File: config.mk
export PLATFORM = sky130hd
export DESIGN_NAME = btn_conditioner
export DESIGN_NICKNAME = d
export VERILOG_FILES = /design/src/rtl/btn_conditioner_pkg.sv /design/src/rtl/btn_channel.sv /design/src/rtl/btn_conditioner.sv
export SDC_FILE = /design/constraint.sdc
export NUM_CORES = 1
export LEC_CHECK = 0
export ABC_CLOCK_PERIOD_IN_PS = 3250
export BUFFER_PORTS_ARGS = -buffer_cell sky130_fd_sc_hd__buf_4
export CAP_MARGIN = 20
export CORE_UTILIZATION = 45
export DETAILED_ROUTE_END_ITERATION = 10
export PLACE_DENSITY_LB_ADDON = 0.2
export SLEW_MARGIN = 20
export SYNTH_ARGS = -nofsm -noshare
export SYNTH_HDL_FRONTEND = slang
export SYNTH_SLANG_ARGS = --single-unit
File: constraint.sdc
create_clock -name clk_1khz -period 3.25 [get_ports clk_1khz]
set_clock_uncertainty 0.2 [all_clocks]
set_input_delay 0.975 -clock clk_1khz [delete_from_list [all_inputs] [get_ports clk_1khz]]
set_output_delay 0.975 -clock clk_1khz [all_outputs]
set_load 0.1 [all_outputs]
File: src/rtl/btn_conditioner_pkg.sv
// Shared definitions for the button front end: hold FSM encodings and default timings in ms.
// Also provides the counter width helper used by every channel.
package btn_conditioner_pkg;

  typedef enum logic [1:0] {
    RELEASED  = 2'd0,
    HOLD_WAIT = 2'd1,
    REPEATING = 2'd2
  } hold_state_e;

  localparam int DEF_N_BTN       = 4;
  localparam int DEF_SYNC_STAGES = 2;
  localparam int DEF_STABLE_MS   = 20;
  localparam int DEF_HOLD_MS     = 1000;
  localparam int DEF_REPEAT_MS   = 200;

  // Bits needed to count 0..max_val-1, never less than one bit.
  function automatic int cnt_width(input int max_val);
    return (max_val <= 1) ? 1 : $clog2(max_val);
  endfunction

endpackage

File: src/rtl/btn_channel.sv
// One button: synchroniser, stable-time debounce and hold-to-repeat FSM; all outputs registered.
// Edge to level/pulse latency is SYNC_STAGES+STABLE_MS cycles; no backpressure, pulses are fire-and-forget.
module btn_channel
  import btn_conditioner_pkg::*;
#(
  parameter int SYNC_STAGES = DEF_SYNC_STAGES,
  parameter int STABLE_MS   = DEF_STABLE_MS,
  parameter int HOLD_MS     = DEF_HOLD_MS,
  parameter int REPEAT_MS   = DEF_REPEAT_MS
) (
  input  logic clk_1khz,
  input  logic rst,
  input  logic btn_raw,
  output logic btn_level,
  output logic btn_press,
  output logic btn_release,
  output logic btn_repeat
);

  localparam int DB_W     = $clog2(STABLE_MS + 1);
  localparam int HOLD_MAX = (HOLD_MS > REPEAT_MS) ? HOLD_MS : REPEAT_MS;
  localparam int HC_W     = cnt_width(HOLD_MAX);
  localparam bit REPEAT_EN = (REPEAT_MS != 0);

  localparam logic [DB_W-1:0] DB_LAST   = DB_W'(STABLE_MS - 1);
  localparam logic [HC_W-1:0] HOLD_LAST = HC_W'(HOLD_MS - 1);
  localparam logic [HC_W-1:0] REP_LAST  = HC_W'(REPEAT_EN ? REPEAT_MS - 1 : 0);

  logic [SYNC_STAGES-1:0] sync_q;
  logic                   sync_s;
  logic [DB_W-1:0]        dbcnt_q;
  logic                   flip;
  logic                   rise;
  logic                   fall;

  hold_state_e            state_q, state_d;
  logic [HC_W-1:0]        hcnt_q, hcnt_d;
  logic                   rpt_d;

  always_ff @(posedge clk_1khz) begin
    if (rst) begin
      sync_q <= '0;
    end else begin
      sync_q <= {sync_q[SYNC_STAGES-2:0], btn_raw};
    end
  end

  assign sync_s = sync_q[SYNC_STAGES-1];

  // The level flips on the edge where the counter would reach STABLE_MS, so the
  // pulse and the new level appear together and the hold FSM reacts on that edge.
  assign flip = (sync_s != btn_level) && (dbcnt_q == DB_LAST);
  assign rise = flip && sync_s;
  assign fall = flip && !sync_s;

  always_ff @(posedge clk_1khz) begin
    if (rst) begin
      dbcnt_q     <= '0;
      btn_level   <= 1'b0;
      btn_press   <= 1'b0;
      btn_release <= 1'b0;
    end else begin
      btn_press   <= rise;
      btn_release <= fall;
      if (sync_s == btn_level) begin
        dbcnt_q <= '0;
      end else if (flip) begin
        btn_level <= sync_s;
        dbcnt_q   <= '0;
      end else begin
        dbcnt_q <= dbcnt_q + 1'b1;
      end
    end
  end

  always_ff @(posedge clk_1khz) begin
    if (rst) begin
      state_q    <= RELEASED;
      hcnt_q     <= '0;
      btn_repeat <= 1'b0;
    end else begin
      state_q    <= state_d;
      hcnt_q     <= hcnt_d;
      btn_repeat <= rpt_d;
    end
  end

  always_comb begin
    state_d = state_q;
    hcnt_d  = hcnt_q;
    rpt_d   = 1'b0;
    case (state_q)
      RELEASED: begin
        if (rise) begin
          hcnt_d  = '0;
          state_d = HOLD_WAIT;
        end
      end
      HOLD_WAIT: begin
        if (hcnt_q == HOLD_LAST) begin
          rpt_d   = 1'b1;
          hcnt_d  = '0;
          state_d = REPEATING;
        end else begin
          hcnt_d = hcnt_q + 1'b1;
        end
      end
      REPEATING: begin
        // With repeats disabled the counter parks here until release.
        if (REPEAT_EN) begin
          if (hcnt_q == REP_LAST) begin
            rpt_d  = 1'b1;
            hcnt_d = '0;
          end else begin
            hcnt_d = hcnt_q + 1'b1;
          end
        end
      end
      default: begin
        state_d = RELEASED;
        hcnt_d  = '0;
      end
    endcase
    // Release overrides any repeat falling due on the same edge.
    if (fall) begin
      state_d = RELEASED;
      hcnt_d  = '0;
      rpt_d   = 1'b0;
    end
  end

endmodule

File: src/rtl/btn_conditioner.sv
// N_BTN independent button channels feeding the mode/set control FSM; all outputs registered.
// Latency SYNC_STAGES+STABLE_MS cycles from a clean pin edge; no backpressure.
module btn_conditioner
  import btn_conditioner_pkg::*;
#(
  parameter int N_BTN       = DEF_N_BTN,
  parameter int SYNC_STAGES = DEF_SYNC_STAGES,
  parameter int STABLE_MS   = DEF_STABLE_MS,
  parameter int HOLD_MS     = DEF_HOLD_MS,
  parameter int REPEAT_MS   = DEF_REPEAT_MS
) (
  input  logic             clk_1khz,
  input  logic             rst,
  input  logic [N_BTN-1:0] btn_in,
  output logic [N_BTN-1:0] btn_level,
  output logic [N_BTN-1:0] btn_press,
  output logic [N_BTN-1:0] btn_release,
  output logic [N_BTN-1:0] btn_repeat
);

  for (genvar i = 0; i < N_BTN; i++) begin : g_ch
    btn_channel #(
      .SYNC_STAGES (SYNC_STAGES),
      .STABLE_MS   (STABLE_MS),
      .HOLD_MS     (HOLD_MS),
      .REPEAT_MS   (REPEAT_MS)
    ) u_ch (
      .clk_1khz    (clk_1khz),
      .rst         (rst),
      .btn_raw     (btn_in[i]),
      .btn_level   (btn_level[i]),
      .btn_press   (btn_press[i]),
      .btn_release (btn_release[i]),
      .btn_repeat  (btn_repeat[i])
    );
  end

endmodule
; ---- Word-level counts from Yosys, hierarchy flattened
; Index checks and enable logic that the tools add are counted.
[word_totals]
inputBits = 6
regBits = 92
output_inout_bits = 16
word_cells = 160
[classes]
n_reduce_logical = 36
muxes = 40
add_sub_neg = 8
n_bitwise = 8
n_eq_ne = 36
[op_table]
columns = cell, count
row1 = $mux W10, 12
row2 = $pmux W10 S3, 4
row3 = $add A10 B1 Y10 const B, 4
row4 = $eq A10 B10 Y1 const B, 4
row5 = $eq A10 B8 Y1 const B, 4
row6 = $pmux W2 S3, 4
row7 = $add A5 B1 Y5 const B, 4
row8 = $eq A5 B5 Y1 const B, 4
row9 = $mux W2, 8
row10 = $ne A2 B1 Y1 const B, 8
row11 = $logic_and A1 B1 Y1, 12
row12 = $reduce_and A3 Y1, 4
row13 = $reduce_or A3 Y1, 4
row14 = $eq A2 B1 Y1 const B, 4
row15 = $eq A2 B2 Y1 const B, 4
row16 = $logic_not A2 Y1, 4
row17 = $mux W1, 8
row18 = $not A1 Y1, 8
row19 = $pmux W1 S2, 4
row20 = $reduce_and A2 Y1, 4
row21 = $reduce_or A2 Y1, 4
row22 = $eq A1 B1 Y1, 4
row23 = $logic_not A1 Y1, 4
row24 = $ne A1 B1 Y1, 4

; ---- Longest topological paths before layout
[depth]
depth_word = 5
ltp_mapped = 7
ltp_nobuf = 6

; ---- By module
; From an unflattened synthesis, not the netlist that was laid out.
[hier_totals]
cells_unflattened = 544
area_unflattened_um2 = 4662.0
[by_module_without_submodules]
columns = module, area_per_inst_um2, n_inst, seq_area_each_um2, cells_each
row1 = btn_channel at g_ch[0].u_ch ..., 1151.1, 3, 460.4, 135
row2 = btn_channel at g_ch[1].u_ch, 1208.7, 1, 460.4, 139

; ---- Worst setup path before layout
; Ideal clock, no wire load.
[synth_path]
kind = in2reg
start = in rst
end = reg g_ch[0].u_ch.hcnt_q[3]
t_required_ps = 2971
path_buffers = 1
setup_slack_ps = 924
arrival_time_ps = 2047
stages = 5
setup_ps = 79
path_cell_list = clkbuf_1 inv_1 o21ai_0 or4_1 o211ai_1
[synth_via]
elab_chain_cells = 1
[synth_lines]
columns = item, line
row1 = "start, declared", btn_conditioner.sv:13  ; input logic rst,
row2 = $reduce_or A2 Y1 (no source line), --
row3 = "end signal, assigned", btn_channel.sv:83  ; hcnt_q <= hcnt_d;
row4 = "end, declared", btn_channel.sv:37  ; logic [HC_W-1:0] hcnt_q, hcnt_d;
; Every way passes these cells.
; A chain may end at the register's enable or synchronous reset.

; ---- Final worst setup path
[layout_path]
start = reg g_ch[2].u_ch.dbcnt_q[0]
end = reg g_ch[2].u_ch.hcnt_q[7]
[layout_via]
elab_chain_cells = 4
word_cells_on_any_way = 6
cone_classes = 2 x eq/ne / 4 x reduce/logical
[layout_lines]
columns = item, line
row1 = "start, declared", btn_channel.sv:31  ; logic [DB_W-1:0] dbcnt_q;
row2 = "start signal, assigned", btn_channel.sv:71  ; dbcnt_q <= dbcnt_q + 1'b1;
row3 = $eq A5 B5 Y1 *, btn_channel.sv:52  ; assign flip = (sync_s != btn_level) && (dbcnt_q == DB_LAST);
row4 = $logic_and A1 B1 Y1 *, btn_channel.sv:52
row5 = "$logic_and A1 B1 Y1, on equally long branches", "btn_channel.sv:53, btn_channel.sv:54"
row6 = $ne A2 B1 Y1 (no source line) or $reduce_or A2 Y1 (tied branches), --
row7 = "end signal, assigned", btn_channel.sv:83
row8 = "end, declared", btn_channel.sv:37
; Every way passes the cells marked *; elsewhere a longest branch is shown, timed or not.

==> run summary <==
The run finished with clean final reports. Measured on the finished design, the core utilization comes to 51.10%. Setup violations remaining at the end of the flow were counted as 0.

For this run, asynchronously set or reset flops after synthesis account for 0%. Buffers inserted to repair hold after CTS numbered 0. The tools report the combined area of the multi-input logic cells as 2869 um^2. From synthesis to final layout, the design area changed by 10.03%. The vias after detailed routing was 4413; the summed instance area of the synthesized netlist was 5079 um^2.

Across the run, the number of max-cap violations was 0. Among all flip-flop cells after synthesis, the most frequent one is sky130_fd_sc_hd__dfxtp_1. The minimum clock period works out to 2.465 ns. TritonCTS built the clock tree. The number of cells on the critical path came out at 5. The worst setup timing slack at the placement stage is 0.5963 ns. Summed over all nets, the switching power comes to 501.2 uW. The detail route stage leaves a number of antenna-violating nets equal to 0.

Counting flops with a built-in enable in the synthesized netlist gives 0. Critical path buffer and inverter count: 0. The cell family contributing the most delay on the critical path is simple AND/OR/NAND/NOR gates. At the worst endpoint, the required time is 3.33 ns. The post-layout instance count excluding filler cells was 738; the number of DRC markers after the initial detailed-route iteration was 268.

Clock latency on the worst-skew pair, taken at its later pin, is 0.35 ns. The number of cells on the worst reg-to-reg path is 5. The logs give 1.718 nW for the leakage power and 22 for the top-level I/O count. The power per unit of standard cell area is 430.4 nW/um^2. The run gives 55 as the number of unique standard cell types used by synthesis. The type of element launching the critical path was a register. The H-tree level count was 3. The aggregate global routing overflow came out at 0. The via density per instance was 5.980; the total number of clock tree sinks was 92. The tools report the beginning of the worst register-to-register path as g_ch[2].u_ch.dbcnt_q[0]$_SDFF_PP0_. The remaining design rule violation count was 0. The worst hold margin is 0.2392 ns, and the highest achievable clock rate is 405.6 MHz. After routing, the total negative slack on setup checks comes to 0 ns. The finished cells cover 5588 um^2.

Registers take 1842 um^2. For this run, the slowest stage of the critical path takes 0.55 ns. The run gives 4054 as the via count of the first global-routing pass.

The cell taking the most area after synthesis was sky130_fd_sc_hd__dfxtp_1. The tools report the initial antenna violation count as 0. The worst hold path begins at g_ch[0].u_ch.sync_q[0]$_SDFF_PP0_. The die covers 11710 um^2.

The post-detailed-placement half-perimeter wirelength is 7353 um, and the hold path depth is 1. The maximum vdd ir drop came out at 0.2367 mV. The tools report the standard-cell row count as 38. The routed wirelength normalized by instance count is 14.97 um. The first detailed-routing pass ran for 4 iterations.

For the synthesized instance count, the log shows 597. By area the synthesized netlist is led by sky130_fd_sc_hd__dfxtp_1 (36%), sky130_fd_sc_hd__o2111ai_1 (7.9%), sky130_fd_sc_hd__ha_1 (5.7%). The total of warnings raised by yosys came out at 0.

The critical path starts at g_ch[2].u_ch.dbcnt_q[0]$_SDFF_PP0_. For the sum of routed wire length over all layers, the log shows 11050 um. The master cell of the clock root buffer was sky130_fd_sc_hd__clkbuf_16. The die span in x came out at 108.2 um. The internal portion of the total power is 1.904 mW. The worst hold path belongs to the class reg -> reg.

The congestion estimate from routability-driven global placement came to 0.8157. The worst setup path is of the reg -> reg kind. Of all nets on the critical path, the largest fanout is 15. The share of total power in the clock network was 51.0%; the arrival time of the worst setup path was 2.54 ns. The number of clock buffers added by TritonCTS is 9. Fraction of the yosys area taken by sequential cells: 36.27%. The combinational cell fraction of total power was 1.8%; the port buffer count was 21. For the count of endpoints failing hold in the final timing report, the log shows 0.

In the final design database the tool counted 622 nets. In the global route stage, overall resource usage came out at 19.97%. Of the total power, registers draw 47.2%.

Clock transition at the registers of the reported paths: 0.07 ns. The ratio of final minimum period to clock period was 75.86%; the maximum clock path buffer count was 2. When the netlist entered floorplanning its net count stood at 626. The die is 108.2 um tall. The max-slew violation count was 0. After detailed placement, the design holds a cell count of 722. The synthesized area divided by synthesized cell count is 8.507 um^2. The first global-routing pass estimated 18690 um of wire. The run gives 5239 um^2 as the cell area after placement. The switching fraction of total power was 20.84%. Once the clock tree was built, the resizer swapped 0 gates to a different size.

The synthesized design devotes to its leading area cell type 36.27% of total area. The post-route netlist has 10.70% of its cells at a drive strength greater than 1. Counting the fill cells in the layout gives 1059. The total of flip-flops plus latches after synthesis was 92; the starting density of the core was 46.44%.

The worst pin sits at a relative slew slack of 49.73%. After layout, the worst setup slack is 0.7846 ns. For the pin with the worst max-slew slack, the measured transition is 0.7516 ns. Setup repair after global routing left no endpoint under its margin. The signal on the critical path passes through ha_1, nand4bb_1, o21a_1, or4_1, o211ai_1. Total power for the finished layout comes to 2.405 mW. The run gives 28 as the maximum number of pins on one net before global-route repair. In this run the post-CTS setup repair buffer count came out at 0. The core region is 10940 um^2. The highest-delay cell along the critical path was sky130_fd_sc_hd__or4_1. The number of antenna diodes in the final layout is 0. The tools report the kind of end point of the critical path as a register.
==> flip-flops by register name (all words and copies together), names as in the netlist <==
register	count
g_ch.u_ch.sync_q	8
g_ch.u_ch.btn_release	4
g_ch.u_ch.btn_repeat	4
g_ch.u_ch.hcnt_q	40
g_ch.u_ch.btn_level	4
g_ch.u_ch.dbcnt_q	20
g_ch.u_ch.btn_press	4
g_ch.u_ch.state_q	8
==> cell type report <==
cell class	instances	area share, %
Multi-Input combinational cell	428	51.34
Sequential cell	92	32.96
Timing Repair Buffer	32	4.299
Clock buffer	9	4.030
Tap cell	140	3.135
Clock inverter	7	2.217
Inverter	30	2.015
==> cell usage after synthesis (all sizes together), types with 2 or more instances <==
cell type,instances
a21oi,18
a22oi,3
a311oi,3
a31oi,30
a41oi,2
and2,7
and3,6
and4bb,5
buf,31
clkbuf,16
dfxtp,92
ha,23
inv,30
nand2,64
nand2b,6
nand3,41
nand4,2
nand4bb,4
nor2,34
nor2b,12
nor3,22
nor4,8
nor4b,3
nor4bb,2
o2111ai,46
o211ai,23
o21a,9
o21ai,10
o221ai,3
o31a,3
or2,2
or3,9
or4,5
or4b,2
xnor2,4
xor2,8
==> per-layer routing <==
layer	wire length, um	share of wire (%)	vias up	GRT usage, %
met3	413	3.7	19	4.280
met1	5199	47	2074	25.75
met2	5254	48	96	32.44
met5	0	0	-	0
li1	-	-	2224	-
met4	182	1.6	0	7.730
==> worst paths after layout <==
check / endpoint / slack, ns
worst max-delay path: g_ch[2].u_ch.hcnt_q[7]$_SDFFE_PP0P_ / 0.78
worst min-delay path: g_ch[0].u_ch.sync_q[1]$_SDFF_PP0_ / 0.24
worst max register to register: g_ch[2].u_ch.hcnt_q[7]$_SDFFE_PP0P_ / 0.78
worst min register to register: g_ch[0].u_ch.sync_q[1]$_SDFF_PP0_ / 0.24
==> power by group through the flow <==
stage | clock network, mW | logic, mW | registers, mW
6_report | 1.23 | 0.0431 | 1.14
5_1_grt | 1.30 | 0.0474 | 1.14
2_1_floorplan | 0 | 0.0286 | 1.16
3_3_place_gp | 0 | 0.0424 | 1.16
3_5_place_dp | 0 | 0.0435 | 1.16
4_1_cts | 1.25 | 0.0438 | 1.14
==> placed cells by master (no fill, tap or decap), types with 5 or more instances in the layout <==
cell	n
sky130_fd_sc_hd__xor2_1	8
sky130_fd_sc_hd__buf_4	32
sky130_fd_sc_hd__nor2b_1	12
sky130_fd_sc_hd__or3_1	9
sky130_fd_sc_hd__nand3_1	40
sky130_fd_sc_hd__o21ai_0	7
sky130_fd_sc_hd__clkbuf_16	9
sky130_fd_sc_hd__a21oi_1	18
sky130_fd_sc_hd__o211ai_1	23
sky130_fd_sc_hd__or4_1	5
sky130_fd_sc_hd__dfxtp_1	92
sky130_fd_sc_hd__o2111ai_1	46
sky130_fd_sc_hd__a31oi_1	26
sky130_fd_sc_hd__nor3_1	22
sky130_fd_sc_hd__ha_1	23
sky130_fd_sc_hd__and2_1	7
sky130_fd_sc_hd__nand2b_1	6
sky130_fd_sc_hd__inv_1	30
sky130_fd_sc_hd__and3_1	6
sky130_fd_sc_hd__nor2_1	34
sky130_fd_sc_hd__nor4_1	8
sky130_fd_sc_hd__nand2_1	64
sky130_fd_sc_hd__o21a_1	9
==> cell families (layout without fill, tap and decap cells) <==
family	count (synthesis)	in the layout	share of synthesized area, %
xor+xnor	12	12	2.069
mux	1	1	0.1971
fa+ha+maj	23	23	5.666
buf+inv	77	78	7.243
compound gates	156	156	23.45
simple gates	236	236	25.10
flops	92	92	36.27
Power figures use the tool's default switching activity.
